<file path="src/rtl/usb_types_pkg.sv">
// Line-state type shared by the USB transmit and receive paths.
// Encoding is {dp, dm} as seen on the full-speed differential pair.
package usb_types_pkg;

  typedef enum logic [1:0] {
    D_SE0 = 2'b00,
    D_K   = 2'b01,
    D_J   = 2'b10
  } d_port_t;

endpackage

</file>
<file path="src/rtl/usb_tx.sv">
// USB low/full speed transmitter.
// Takes bytes from the SIE over valid/ready and sends them after SYNC.
// Bits go out LSB first, with bit stuffing and NRZI coding, then EOP.
// Every line register moves only on clk_en, one pulse per bit time.
// Each clk_en sends the bit picked by the current state and picks the next.
// This means txd trails the state register by one bit time.
module usb_tx
  import usb_types_pkg::*;
(
  input  logic       clk,
  input  logic       reset,
  input  logic       clk_en,
  input  logic [7:0] data,
  input  logic       valid,
  output logic       ready,
  output d_port_t    txd,
  output logic       oe,
  output logic       active
);

  typedef enum logic [2:0] {
    IDLE  = 3'd0,
    SYNC  = 3'd1,
    DATA  = 3'd2,
    STUFF = 3'd3,
    EOP0  = 3'd4,
    EOP1  = 3'd5,
    EOP2  = 3'd6
  } state_t;

  // SYNC is seven 0s then a 1, LSB first.
  localparam logic [7:0] SYNC_BYTE = 8'h80;

  state_t     state_reg, state_next;
  logic [7:0] shift_reg;
  logic [3:0] bit_cnt_reg;   // bits of the current byte sent so far, 0..8
  logic [2:0] ones_reg;      // run of consecutive 1s on the wire, 0..6
  d_port_t    level_reg;     // NRZI line level of the last bit sent

  logic       serial_bit;
  logic [3:0] cnt_inc;
  logic [2:0] ones_next;
  logic       stuff_now;
  logic       boundary;
  logic       load;
  d_port_t    level_next;
  d_port_t    txd_next;
  logic       oe_next;

  // State register: advances once per bit time.
  always_ff @(posedge clk) begin
    if (reset) begin
      state_reg <= IDLE;
    end else if (clk_en) begin
      state_reg <= state_next;
    end
  end

  // Next state: stuffing decision and byte-boundary handoff.
  always_comb begin
    state_next = state_reg;
    serial_bit = 1'b0;
    cnt_inc    = bit_cnt_reg + 4'd1;
    ones_next  = ones_reg;
    stuff_now  = 1'b0;
    boundary   = 1'b0;
    case (state_reg)
      IDLE: begin
        if (valid) begin
          state_next = SYNC;
        end
      end
      SYNC, DATA: begin
        serial_bit = shift_reg[0];
        ones_next  = serial_bit ? ones_reg + 3'd1 : 3'd0;
        stuff_now  = (ones_next == 3'd6);
        // If a stuff bit is due, the boundary waits until after it.
        boundary   = !stuff_now && (cnt_inc == 4'd8);
        if (stuff_now) begin
          state_next = STUFF;
        end else if (boundary) begin
          state_next = valid ? DATA : EOP0;
        end
      end
      STUFF: begin
        ones_next = 3'd0;
        boundary  = (bit_cnt_reg == 4'd8);
        if (boundary) begin
          state_next = valid ? DATA : EOP0;
        end else begin
          state_next = DATA;
        end
      end
      EOP0:    state_next = EOP1;
      EOP1:    state_next = EOP2;
      EOP2:    state_next = IDLE;
      default: state_next = IDLE;
    endcase
  end

  assign load = boundary && valid;

  // Output decode: the NRZI level and line symbol for the bit sent now.
  always_comb begin
    level_next = level_reg;
    txd_next   = D_J;
    oe_next    = 1'b1;
    case (state_reg)
      IDLE: begin
        oe_next    = 1'b0;
        level_next = D_J;
      end
      SYNC, DATA: begin
        if (!serial_bit) begin
          level_next = (level_reg == D_J) ? D_K : D_J;
        end
        txd_next = level_next;
      end
      STUFF: begin
        level_next = (level_reg == D_J) ? D_K : D_J;
        txd_next   = level_next;
      end
      EOP0, EOP1: txd_next = D_SE0;
      EOP2: begin
        txd_next   = D_J;
        level_next = D_J;
      end
      default: oe_next = 1'b0;
    endcase
  end

  // Datapath and line outputs. ready is the only register updated off clk_en.
  always_ff @(posedge clk) begin
    if (reset) begin
      shift_reg   <= 8'h00;
      bit_cnt_reg <= 4'd0;
      ones_reg    <= 3'd0;
      level_reg   <= D_J;
      txd         <= D_J;
      oe          <= 1'b0;
      active      <= 1'b0;
      ready       <= 1'b0;
    end else begin
      ready <= load & clk_en;
      if (clk_en) begin
        txd       <= txd_next;
        oe        <= oe_next;
        active    <= oe_next;
        level_reg <= level_next;
        ones_reg  <= ones_next;
        case (state_reg)
          IDLE: begin
            if (valid) begin
              shift_reg   <= SYNC_BYTE;
              bit_cnt_reg <= 4'd0;
              ones_reg    <= 3'd0;
            end
          end
          SYNC, DATA: begin
            shift_reg   <= {1'b0, shift_reg[7:1]};
            bit_cnt_reg <= cnt_inc;
          end
          default: ;
        endcase
        if (load) begin
          shift_reg   <= data;
          bit_cnt_reg <= 4'd0;
        end
      end
    end
  end

endmodule

</file>
<file path="config.mk">
export PLATFORM = sky130hd
export DESIGN_NAME = usb_tx
export DESIGN_NICKNAME = d
export VERILOG_FILES = /design/src/rtl/usb_types_pkg.sv /design/src/rtl/usb_tx.sv
export SDC_FILE = /design/constraint.sdc
export NUM_CORES = 1
export LEC_CHECK = 0
export CAP_MARGIN = 20
export CORE_MARGIN = 8
export CORE_UTILIZATION = 42
export DETAILED_ROUTE_END_ITERATION = 12
export HOLD_SLACK_MARGIN = 0.05
export SLEW_MARGIN = 5
export SYNTH_ARGS = -nofsm -noshare
export SYNTH_HDL_FRONTEND = slang
export SYNTH_SLANG_ARGS = --single-unit
</file>
<file path="constraint.sdc">
create_clock -name clk -period 2 [get_ports clk]
set_clock_uncertainty 0.05 [all_clocks]
set_input_delay 0.4 -clock clk [delete_from_list [all_inputs] [get_ports clk]]
set_output_delay 0.4 -clock clk [all_outputs]
set_load 0.02 [all_outputs]
</file>
; Word level (Yosys, flattened, before mapping)
; Cells that the tools add are included.
[totals]
register_bits = 24
wordCells = 60
out_inout_bits = 5
[op_classes]
n_bitwise = 1
eq_ne = 13
reduce_logical = 13
muxes = 23
add_sub_neg = 2
[ops]
columns = op, count
row1 = two-way mux 3 bit, 8
row2 = two-way mux 8 bit, 2
row3 = one-hot mux 8 bit (2 select lines), 1
row4 = one-hot mux 3 bit (5 select lines), 1
row5 = "== test 3 bit, second input constant", 4
row6 = one-hot mux 2 bit (3 select lines), 2
row7 = "== test 4 bit, second input constant", 2
row8 = two-way mux 4 bit, 2
row9 = one-hot mux 4 bit (2 select lines), 1
row10 = "== test 3 x 2 -> 1 bit, second input constant", 2
row11 = "inequality test 3 bit, second input constant", 2
row12 = one-hot mux 3 bit (2 select lines), 1
row13 = AND reduction 3 bit, 2
row14 = nonzero test 3 bit, 2
row15 = OR reduction 2 bit, 3
row16 = OR reduction 6 bit, 1
row17 = "adder 4 x 1 -> 4 bit, second input constant", 1
row18 = two-way mux 2 bit, 2
row19 = "adder 3 x 1 -> 3 bit, second input constant", 1
row20 = "== test 3 x 1 -> 1 bit, second input constant", 1
row21 = logical NOT 3 bit, 1
row22 = "== test 2 bit, second input constant", 1
row23 = logical AND 1 bit, 2
row24 = two-way mux 1 bit, 2
row25 = 5 further kinds, 5

; Depth between registers and ports, before layout
; Gate-level depths: netlist (run 1).
[logic_depth]
word_depth = 9
depth_mapped = 7
mapped_depth_nobuf = 7

; Worst setup path before layout (run 1)
; OpenSTA, ideal clock, no wires.
[synth_path]
kind = reg2reg
startpoint = register bit_cnt_reg[0]
endpoint = register shift_reg[2]
setup_ns = 0.074
required_ns = 1.876
t_arrival_ns = 1.790
slack_ns = 0.086
stages_incl_launch_ff = 8
period_less_slack_ns = 1.914
cell_sequence = dfxtp_1 -> inv_1 -> ha_1 -> nand4b_4 -> a311o_1 -> a2111oi_4 -> o211ai_1 -> a31oi_1
[synth_between]
elab_chain_cells = 7
[synth_lines]
columns = item, line_no
row1 = "start, declared", usb_tx.sv:36  ; logic [3:0] bit_cnt_reg;
row2 = "start signal, assigned", usb_tx.sv:161  ; bit_cnt_reg <= cnt_inc;
row3 = adder 4 x 1 -> 4 bit, usb_tx.sv:63  ; cnt_inc = bit_cnt_reg + 4'd1;
row4 = == test 4 bit, usb_tx.sv:78  ; boundary = !stuff_now && (cnt_inc == 4'd8);
row5 = logical AND 1 bit, usb_tx.sv:78
row6 = one-hot mux 1 bit (2 select lines) (*), usb_tx.sv:67  ; case (state_reg)
row7 = logical AND 1 bit (*), usb_tx.sv:101  ; assign load = boundary && valid;
row8 = inequality test 3 bit (no line) / nonzero test 3 bit (equally long branches), -
row9 = AND reduction 3 bit (no line), -
row10 = "end signal, assigned", usb_tx.sv:160  ; shift_reg <= {1'b0, shift_reg[7:1]};
row11 = "end signal, assigned", usb_tx.sv:166  ; shift_reg <= data;
row12 = "end, declared", usb_tx.sv:35  ; logic [7:0] shift_reg;
; Mark *: on every way between the ends. The rest lies on a longest branch, timed or not.
; A chain may end at the register's enable or synchronous reset.

; Worst setup path after layout (run 1)
[layout_path]
startpoint = register bit_cnt_reg[1]
endpoint = register shift_reg[4]
; Same word-level chain as after synthesis.

==> run metrics, run 1 <==
relative slew slack 0.730; Worst EP arrival 2.08 ns; crit-path leading delay family compound AO/OA/AOI/OAI gates; drt total wl 4.14 mm; first-pass GRT wire length 6.92 mm; post-synthesis sequential area ratio 0.305; Worst Path Buf+Inv 2; Post-DP HPWL 3.05 mm; Max clock buf depth 2; crit-path cells buf_4 > a21bo_2 > a21bo_2 > a2111oi_4 > buf_4 > o211ai_1 > a31oi_1; largest net degree at the start of global routing 21; antenna fix cells 0; initial DRC count 139; clock root cell clkbuf_8; commonest non-fill, non-tap cells in the layout 22 x buf_4, 21 x nand2_1, 21 x dfxtp_1; CTS Buf Count 3; leakage power 0.686 nW; Req. time, crit path 2.13 ns; Layout area overhead 28.2%; fin cells 276; chip width 77.3 microns; Mapped Cells 202; Initial Util 0.434; vias in the first global route 1,499; GRT Total Usage 0.135; ys flop type dfxtp_1; Pint 868 uW; drt wl/cell 15.0 microns; Unique masters post-synth 48; IO Count 17; startpoint types flip-flop; RSZ-0062 raised after global routing true; Post-synth EDFFs 0; TritonCTS Sinks 24; Hold Crit Class reg -> reg; htree depth 1; synthesis warning total 0; Pre-Repair DR Iteration Count 4; CP Capture Type flip-flop; Final Hold Viols 0; clk_lat worst skew 0.27 ns; DP Area 1890 sq um; CP max-delay cell dfxtp_2; largest fanout on the critical path 7; share of post-route cells with drive strength above 1 0.197; Avg Vias per Cell 5.72; Final Cell Area 2020 sq um; Power Dens Cells 583 nW/um^2; sw power 310 uW; Final Setup Violations 0; Fmax 515 MHz; kind of critical path reg -> reg; GPL Wtd Cong 0.827; Largest register FFs 8; sequential share of power 0.428; # DRC 0; final hold slack 0.417 ns; dpl cells 272; die height 77.3 microns; switch share 0.263; CTS tree yes; Final Net Count 245; Tightest Pin Transition 0.400 ns; Setup TNS 0 ns; Critical Path Max Stage Delay 0.35 ns; asr flop ratio synth 0; total power 1.18 mW; total gr overflow 0; outcome finished, final reports clean; synthesized cell area 1580 sq um; Setup Buffers After CTS 0; CORE AREA 3630 sq um; # fillers 349; Clock transition at path regs 0.09 ns; initial antenna violation count 0; die area 5970 sq um; vias 1,580; Post-CTS Hold Buffers 0; Comb pwr share 0.208; Final ANT Viol Nets 0; commonest non-fill, non-tap cell in the layout buf_4; register bit total from synthesis 24; Max VDD drop 0.211 mV; Core Rows 22; clock share of power 0.364; max-cap violations 0; Max Slew Vio Count 0; syn_nets 218; Final min period 1.94 ns; Mean Syn Cell Area 7.81 sq um; period utilization 0.971; port buffer count 16
[power groups by stage]
stage | combinational (mW) | clock [mW] | sequential (mW)
after detailed placement | 0.233 | 0 | 0.515
after floorplan | 0.148 | 0 | 0.518
after CTS | 0.234 | 0.435 | 0.504
final | 0.245 | 0.429 | 0.504
after global routing | 0.268 | 0.457 | 0.507
after global placement | 0.230 | 0 | 0.514
[path summary, 6_finish.rpt]
path                                    start                   endpoint  slack, ns  cells after the start
hold reg to reg     shift_reg[7]$_SDFFE_PP0P_  shift_reg[7]$_SDFFE_PP0P_       0.42                      2
hold / removal      shift_reg[7]$_SDFFE_PP0P_  shift_reg[7]$_SDFFE_PP0P_       0.42                      2
setup reg to reg  bit_cnt_reg[1]$_SDFFE_PP0P_  shift_reg[4]$_SDFFE_PP0P_       0.06                      7
setup / recovery  bit_cnt_reg[1]$_SDFFE_PP0P_  shift_reg[4]$_SDFFE_PP0P_       0.06                      7
[layer usage]
metal | vias up | GRT usage | routed length [microns]
met4 | 0 | 0.0340 | 42
met2 | 39 | 0.229 | 1960
met5 | - | 0 | 0
met3 | 6 | 0.0303 | 218
met1 | 733 | 0.166 | 1920
li1 | 802 | - | -
[cell usage after synthesis, types with 3 or more instances]
library cell / count / area share
dfxtp_1: 24 / 0.30
nand2_1: 21 / 0.050
a21oi_1: 17 / 0.054
nand3_1: 17 / 0.054
nor2_1: 13 / 0.031
clkbuf_1: 11 / 0.026
a31oi_1: 10 / 0.040
o211ai_1: 8 / 0.038
o21ai_0: 7 / 0.022
inv_1: 6 / 0.014
nor3_1: 6 / 0.019
buf_4: 5 / 0.024
nand2b_1: 5 / 0.020
ha_1: 4 / 0.032
nor2b_1: 4 / 0.016
a211o_1: 3 / 0.017
[stage by stage]
stage               setup slack [ns]   util
CTS                          -0.0523  0.542
detailed placement            -0.383  0.520
floorplan                     0.0858      -
finish                        0.0589  0.556
global route                 -0.0198  0.556
global placement              -0.276  0.520
[tightest hold or removal path: cells and delay by family (launching register included)]
family          cells  cell delay, ns
flops               1            0.32
simple gates        1            0.05
compound gates      1            0.05
[cell families (layout without fill, tap and decap cells)]
| family | count (synthesis) | in the layout | share of synthesized area |
|---|---|---|---|
| AOI/OAI and AO/OA | 69 | 69 | 0.318 |
| adders and majority gates | 4 | 4 | 0.0317 |
| buffers and inverters | 24 | 50 | 0.0698 |
| DFF | 24 | 24 | 0.305 |
| xor gates and xnor gates | 2 | 2 | 0.0159 |
| and+or+nand+nor | 79 | 79 | 0.260 |
[repair_timing]
item,CTS,global route
pin swaps,0,2
gates resized for setup,3,11
endpoints found under the hold margin,0,0
setup endpoints to repair,7,15
[final cells by class]
class,instances,area [sq um],area share
multi-input combinational,154,1040,0.513
sequential,24,484,0.239
timing repair buffer,40,347,0.171
tap,48,60.1,0.0297
clock buffer,3,41.3,0.0204
clock inverter,1,30.0,0.0149
inverter,6,22.5,0.0111
(Power assumes the default switching activity.)
==> run 2, diff against run 1 <==
CORE_UTILIZATION = 45   (was 42)
PLACE_DENSITY = 0.68   (was default)
==> run 2 against run 1 <==
Wire length grew 3.5%. Sequential cell count is the same. Utilization grew 4.5 points. Register-to-register slack gained 0.02 ns. Critical endpoint unchanged. Combinational power grew 8%.
==> run metrics, run 2 (same netlist as run 1, synthesis figures left out) <==
largest fanout on the critical path 7 (unchanged); htree depth 1 (unchanged); Worst EP arrival 2.15 ns (was 2.08 ns); Pre-Repair DR Iteration Count 4 (unchanged); CTS tree yes (unchanged); first-pass GRT wire length 7.20 mm (was 6.92 mm); GRT Total Usage 0.165 (was 0.135); startpoint types flip-flop (unchanged); largest net degree at the start of global routing 17 (was 21); initial DRC count 93 (was 139); final worst slack 0.0795 ns (was 0.0589 ns); drt total wl 4.29 mm (was 4.14 mm); Sequential Area 485 sq um (was 484 sq um); Max Slew Vio Count 0 (unchanged); CORE AREA 3360 sq um (was 3630 sq um); die area 5660 sq um (was 5970 sq um); chip width 75.2 microns (was 77.3 microns); fin cells 278 (was 276); Hold Crit Class reg -> reg (unchanged); Max VDD drop 0.226 mV (was 0.211 mV); Clock transition at path regs 0.14 ns (was 0.09 ns); r2r setup slk 0.08 ns (was 0.06 ns); Final Net Count 249 (was 245); outcome finished, final reports clean (unchanged); port buffer count 16 (unchanged); # fillers 338 (was 349); TritonCTS Sinks 24 (unchanged); drt wl/cell 15.4 microns (was 15.0 microns); clk_lat worst skew 0.34 ns (was 0.27 ns); Layout area overhead 28.3% (was 28.2%); initial antenna violation count 0 (unchanged); Tightest Pin Transition 0.387 ns (was 0.400 ns); period utilization 0.960 (was 0.971); Power Dens Cells 563 nW/um^2 (was 583 nW/um^2); dpl cells 274 (was 272); Final Hold Viols 0 (unchanged); pre-CTS setup slack -0.274 ns (was -0.383 ns); GPL Wtd Cong 0.905 (was 0.827); area of the multi-input gates 1020 sq um (was 1040 sq um); Req. time, crit path 2.23 ns (was 2.13 ns); Final ANT Viol Nets 0 (unchanged); Fmax 521 MHz (was 515 MHz); vias 1,636 (was 1,580); Max clock buf depth 2 (unchanged); Setup Buffers After CTS 0 (unchanged); total gr overflow 0 (unchanged); Final min period 1.92 ns (was 1.94 ns); Avg Vias per Cell 5.88 (was 5.72); Post-DP HPWL 3.22 mm (was 3.05 mm); die height 75.2 microns (was 77.3 microns); max-cap violations 0 (unchanged); CTS Buf Count 3 (unchanged); antenna fix cells 0 (unchanged); Post-CTS Hold Buffers 0 (unchanged); IO Count 17 (unchanged); clock root cell clkbuf_4 (was clkbuf_8); Initial Util 0.469 (was 0.434); leakage power 0.700 nW (was 0.686 nW); Final Setup Violations 0 (unchanged); Core Rows 21 (was 22); commonest non-fill, non-tap cell in the layout buf_4 (unchanged); kind of critical path reg -> reg (unchanged); commonest non-fill, non-tap cells in the layout 27 x buf_4, 21 x nand2_1, 20 x dfxtp_1 (was 22 x buf_4, 21 x nand2_1, 21 x dfxtp_1); vias in the first global route 1,587 (was 1,499); Largest register FFs 8 (unchanged); relative slew slack 0.739 (was 0.730); # DRC 0 (unchanged); CP Capture Type flip-flop (unchanged); share of post-route cells with drive strength above 1 0.211 (was 0.197)
==> run 2: cell types whose count changed in the layout (fill, tap and decap cells not counted), sizes merged <==
cell	before	now
dlygate4sd2	1	0
buf	24	28
clkdlybuf4s50	15	16
==> run 2: worst paths after layout <==
path	startpoint	cells past startpoint	end
max	ones_reg[0]$_SDFFE_PP0P_	7	shift_reg[4]$_SDFFE_PP0P_
min reg2reg	shift_reg[7]$_SDFFE_PP0P_	2	shift_reg[7]$_SDFFE_PP0P_
max reg2reg	ones_reg[0]$_SDFFE_PP0P_	7	shift_reg[4]$_SDFFE_PP0P_
min	shift_reg[7]$_SDFFE_PP0P_	2	shift_reg[7]$_SDFFE_PP0P_
==> run 2: metal layers <==
metal,global-route usage,up-vias,share of wire
met3,0.0320,11,0.039
li1,-,814,-
met5,0,-,0
met1,0.192,775,0.45
met4,0.0981,0,0.033
met2,0.274,36,0.48
==> run 2: report_power, final <==
group	total (mW)	switching (mW)	internal (mW)
sequential	0.509	0.0155	0.493
combinational	0.264	0.138	0.126
clock	0.367	0.164	0.203
==> run 2: final cells by class <==
type	count	area share
clock buffer	3	0.0111
timing repair buffer	44	0.189
clock inverter	1	0.0148
multi-input combinational	154	0.506
inverter	6	0.0111
sequential	24	0.240
tap	46	0.0284
==> run 2: worst max-delay path, cell delays in order (launching register included) <==
cell       delay (ns)
dfxtp_1          0.34
ha_1             0.23
xnor2_1          0.27
o221ai_2         0.18
a2111oi_4        0.33
buf_4            0.20
o211ai_1         0.10
a31oi_1          0.17
==> run 2: stage by stage <==
| stage | power [mW] | hold slack, ns | utilization | TNS, ns | cell area (sq um) |
|---|---|---|---|---|---|
| after floorplan | 0.666 | 0.387 | - | 0 | 1580 |
| after global placement | 0.765 | 0.401 | 0.574 | -2.21 | 1930 |
| after detailed placement | 0.770 | 0.403 | 0.574 | -2.53 | 1930 |
| after CTS | 1.14 | 0.422 | 0.590 | 0 | 1990 |
| after global routing | 1.20 | 0.449 | 0.602 | -0.00668 | 2020 |
| final | 1.14 | 0.419 | 0.602 | 0 | 2020 |
==> run 2: timing repair <==
action / in CTS / in global routing
endpoints found under the setup margin: 1 / 12
pin swaps: 0 / 3
gates resized for setup: 1 / 9
==> run 3, diff against run 2 <==
CORE_UTILIZATION = 47   (was 45)
GPL_TIMING_DRIVEN = 0   (was default)
PLACE_DENSITY = 0.71   (was 0.68)
==> run 3 against run 2 <==
First-iteration DRC count up 90%. Global-route usage down 1.7 points. Total power is 12% lower. Sequential cell count is the same. Clock power decreased by 29%. Critical path depth is 1 higher. Worst setup slack lost 0.040 ns. Combinational power down 11%. Sequential power hardly changed. Maximum frequency decreased by 2.0%.
==> run metrics, run 3 (same netlist as run 1, synthesis figures left out) <==
Post-DP HPWL 2.75 mm (was 3.22 mm); Final Net Count 238 (was 249); TritonCTS Sinks 24 (unchanged); total power 1.00 mW (was 1.14 mW); Final ANT Viol Nets 0 (unchanged); Post-CTS Hold Buffers 0 (unchanged); Worst Path Buf+Inv 2 (was 1); clk_lat worst skew 0.32 ns (was 0.34 ns); Initial Util 0.480 (was 0.469); RSZ-0062 raised after global routing true; largest net degree at the start of global routing 14 (was 17); leakage power 0.609 nW (was 0.700 nW); Final Cell Area 1910 sq um (was 2020 sq um); CP max-delay cell dfxtp_4 (was dfxtp_1); die height 73.9 microns (was 75.2 microns); crit-path leading delay family compound AO/OA/AOI/OAI gates (unchanged); CP Capture Type flip-flop (unchanged); # fillers 312 (was 338); final hold slack 0.402 ns (was 0.419 ns); Largest register FFs 8 (unchanged); # DRC 0 (unchanged); GRT Total Usage 0.148 (was 0.165); Power Dens Cells 525 nW/um^2 (was 563 nW/um^2); vias 1,544 (was 1,636); Worst EP arrival 2.17 ns (was 2.15 ns); htree depth 1 (unchanged); commonest non-fill, non-tap cell in the layout nand2_1 (was buf_4); Final min period 1.96 ns (was 1.92 ns); vias in the first global route 1,388 (was 1,587); Core Rows 21 (unchanged); Final Setup Violations 0 (unchanged); Avg Vias per Cell 5.78 (was 5.88); share of post-route cells with drive strength above 1 0.145 (was 0.211); total gr overflow 0 (unchanged); drt total wl 3.86 mm (was 4.29 mm); DP Area 1780 sq um (was 1930 sq um); IO Count 17 (unchanged); crit-path cells inv_1 > ha_2 > nand4b_4 > a311o_1 > a2111oi_4 > buf_4 > o211ai_1 > a31oi_1 (was ha_1 > xnor2_1 > o221ai_2 > a2111oi_4 > buf_4 > o211ai_1 > a31oi_1); Max Slew Vio Count 0 (unchanged); Critical Path Max Stage Delay 0.40 ns (was 0.34 ns); die area 5470 sq um (was 5660 sq um); first-pass GRT wire length 6.49 mm (was 7.20 mm); relative slew slack 0.473 (was 0.739); CORE AREA 3280 sq um (was 3360 sq um); Fmax 510 MHz (was 521 MHz); commonest non-fill, non-tap cells in the layout 21 x nand2_1, 20 x dfxtp_1, 17 x nand3_1 (was 27 x buf_4, 21 x nand2_1, 20 x dfxtp_1); antenna fix cells 0 (unchanged); Max VDD drop 0.275 mV (was 0.226 mV); outcome finished, final reports clean (unchanged); chip width 73.9 microns (was 75.2 microns); CTS Buf Count 3 (unchanged); initial DRC count 177 (was 93); CTS tree yes (unchanged); drt wl/cell 14.5 microns (was 15.4 microns); Final Hold Viols 0 (unchanged); kind of critical path reg -> reg (unchanged); Layout area overhead 20.8% (was 28.3%); Hold Crit Class in -> reg (was reg -> reg); Req. time, crit path 2.21 ns (was 2.23 ns); period utilization 0.980 (was 0.960); Clock transition at path regs 0.14 ns (about the same); Tightest Pin Transition 0.784 ns (was 0.387 ns); clock root cell clkbuf_4 (unchanged); largest fanout on the critical path 7 (unchanged); port buffer count 14 (was 16); Pre-Repair DR Iteration Count 4 (unchanged); startpoint types flip-flop (unchanged); r2r setup slk 0.04 ns (was 0.08 ns); max-cap violations 0 (unchanged); initial antenna violation count 0 (unchanged); Max clock buf depth 2 (unchanged); GPL Wtd Cong 0.892 (was 0.905)
-- run 3: cell count changes in the layout (fill, tap and decap cells not counted), sizes merged --
| cell | before | now |
|---|---|---|
| dlymetal6s2s | 0 | 1 |
| clkdlybuf4s50 | 16 | 13 |
| clkbuf | 3 | 15 |
| bufinv | 1 | 0 |
| buf | 28 | 8 |
-- run 3: metrics by stage --
step | worst slack (ns) | cells | utilization | TNS (ns)
2_1_floorplan | 0.0858 | 202 | - | 0
3_3_place_gp | -0.391 | 262 | 0.541 | -4.09
3_5_place_dp | -0.372 | 262 | 0.541 | -3.75
4_1_cts | 0.00507 | 267 | 0.566 | 0
5_1_grt | -0.107 | 267 | 0.580 | -0.717
6_report | 0.0397 | 267 | 0.580 | 0
-- run 3: path summary, 6_finish.rpt --
path	startpoint	depth (start not counted)	endpoint
max	bit_cnt_reg[0]$_SDFFE_PP0P_	8	shift_reg[6]$_SDFFE_PP0P_
min reg2reg	shift_reg[7]$_SDFFE_PP0P_	2	shift_reg[7]$_SDFFE_PP0P_
max reg2reg	bit_cnt_reg[0]$_SDFFE_PP0P_	8	shift_reg[6]$_SDFFE_PP0P_
min	reset	2	state_reg[1]$_SDFFE_PP0P_
-- run 3: area by class of cell --
type	instances	area (sq um)	share of cell area
plain buffers	18	93.8	0.0492
inverters	6	22.5	0.0118
well taps	46	57.6	0.0302
repair buffers	15	150	0.0788
clock buffers	4	36.3	0.0190
multi-input cells	154	1050	0.554
flip-flops and latches	24	490	0.257
-- run 3: where the power goes --
group | switching, mW | total, mW | internal (mW)
Clock | 0.148 | 0.259 | 0.111
Combinational | 0.135 | 0.235 | 0.100
Sequential | 0.0146 | 0.506 | 0.492
-- run 3: what timing repair did --
action	4_1_cts	5_1_grt
gates resized for setup	8	13
gates cloned	0	0
setup buffers	1	0
pin swaps	2	2
hold endpoints to repair	0	0
setup endpoints to repair	12	14
-- run 3: metal layers --
| layer | track usage | routed length (microns) | vias to the layer above |
|---|---|---|---|
| met4 | 0.0377 | 36 | 0 |
| met3 | 0.0202 | 238 | 5 |
| met2 | 0.216 | 1690 | 52 |
| met5 | 0 | 0 | - |
| met1 | 0.219 | 1900 | 701 |
| li1 | - | - | 786 |
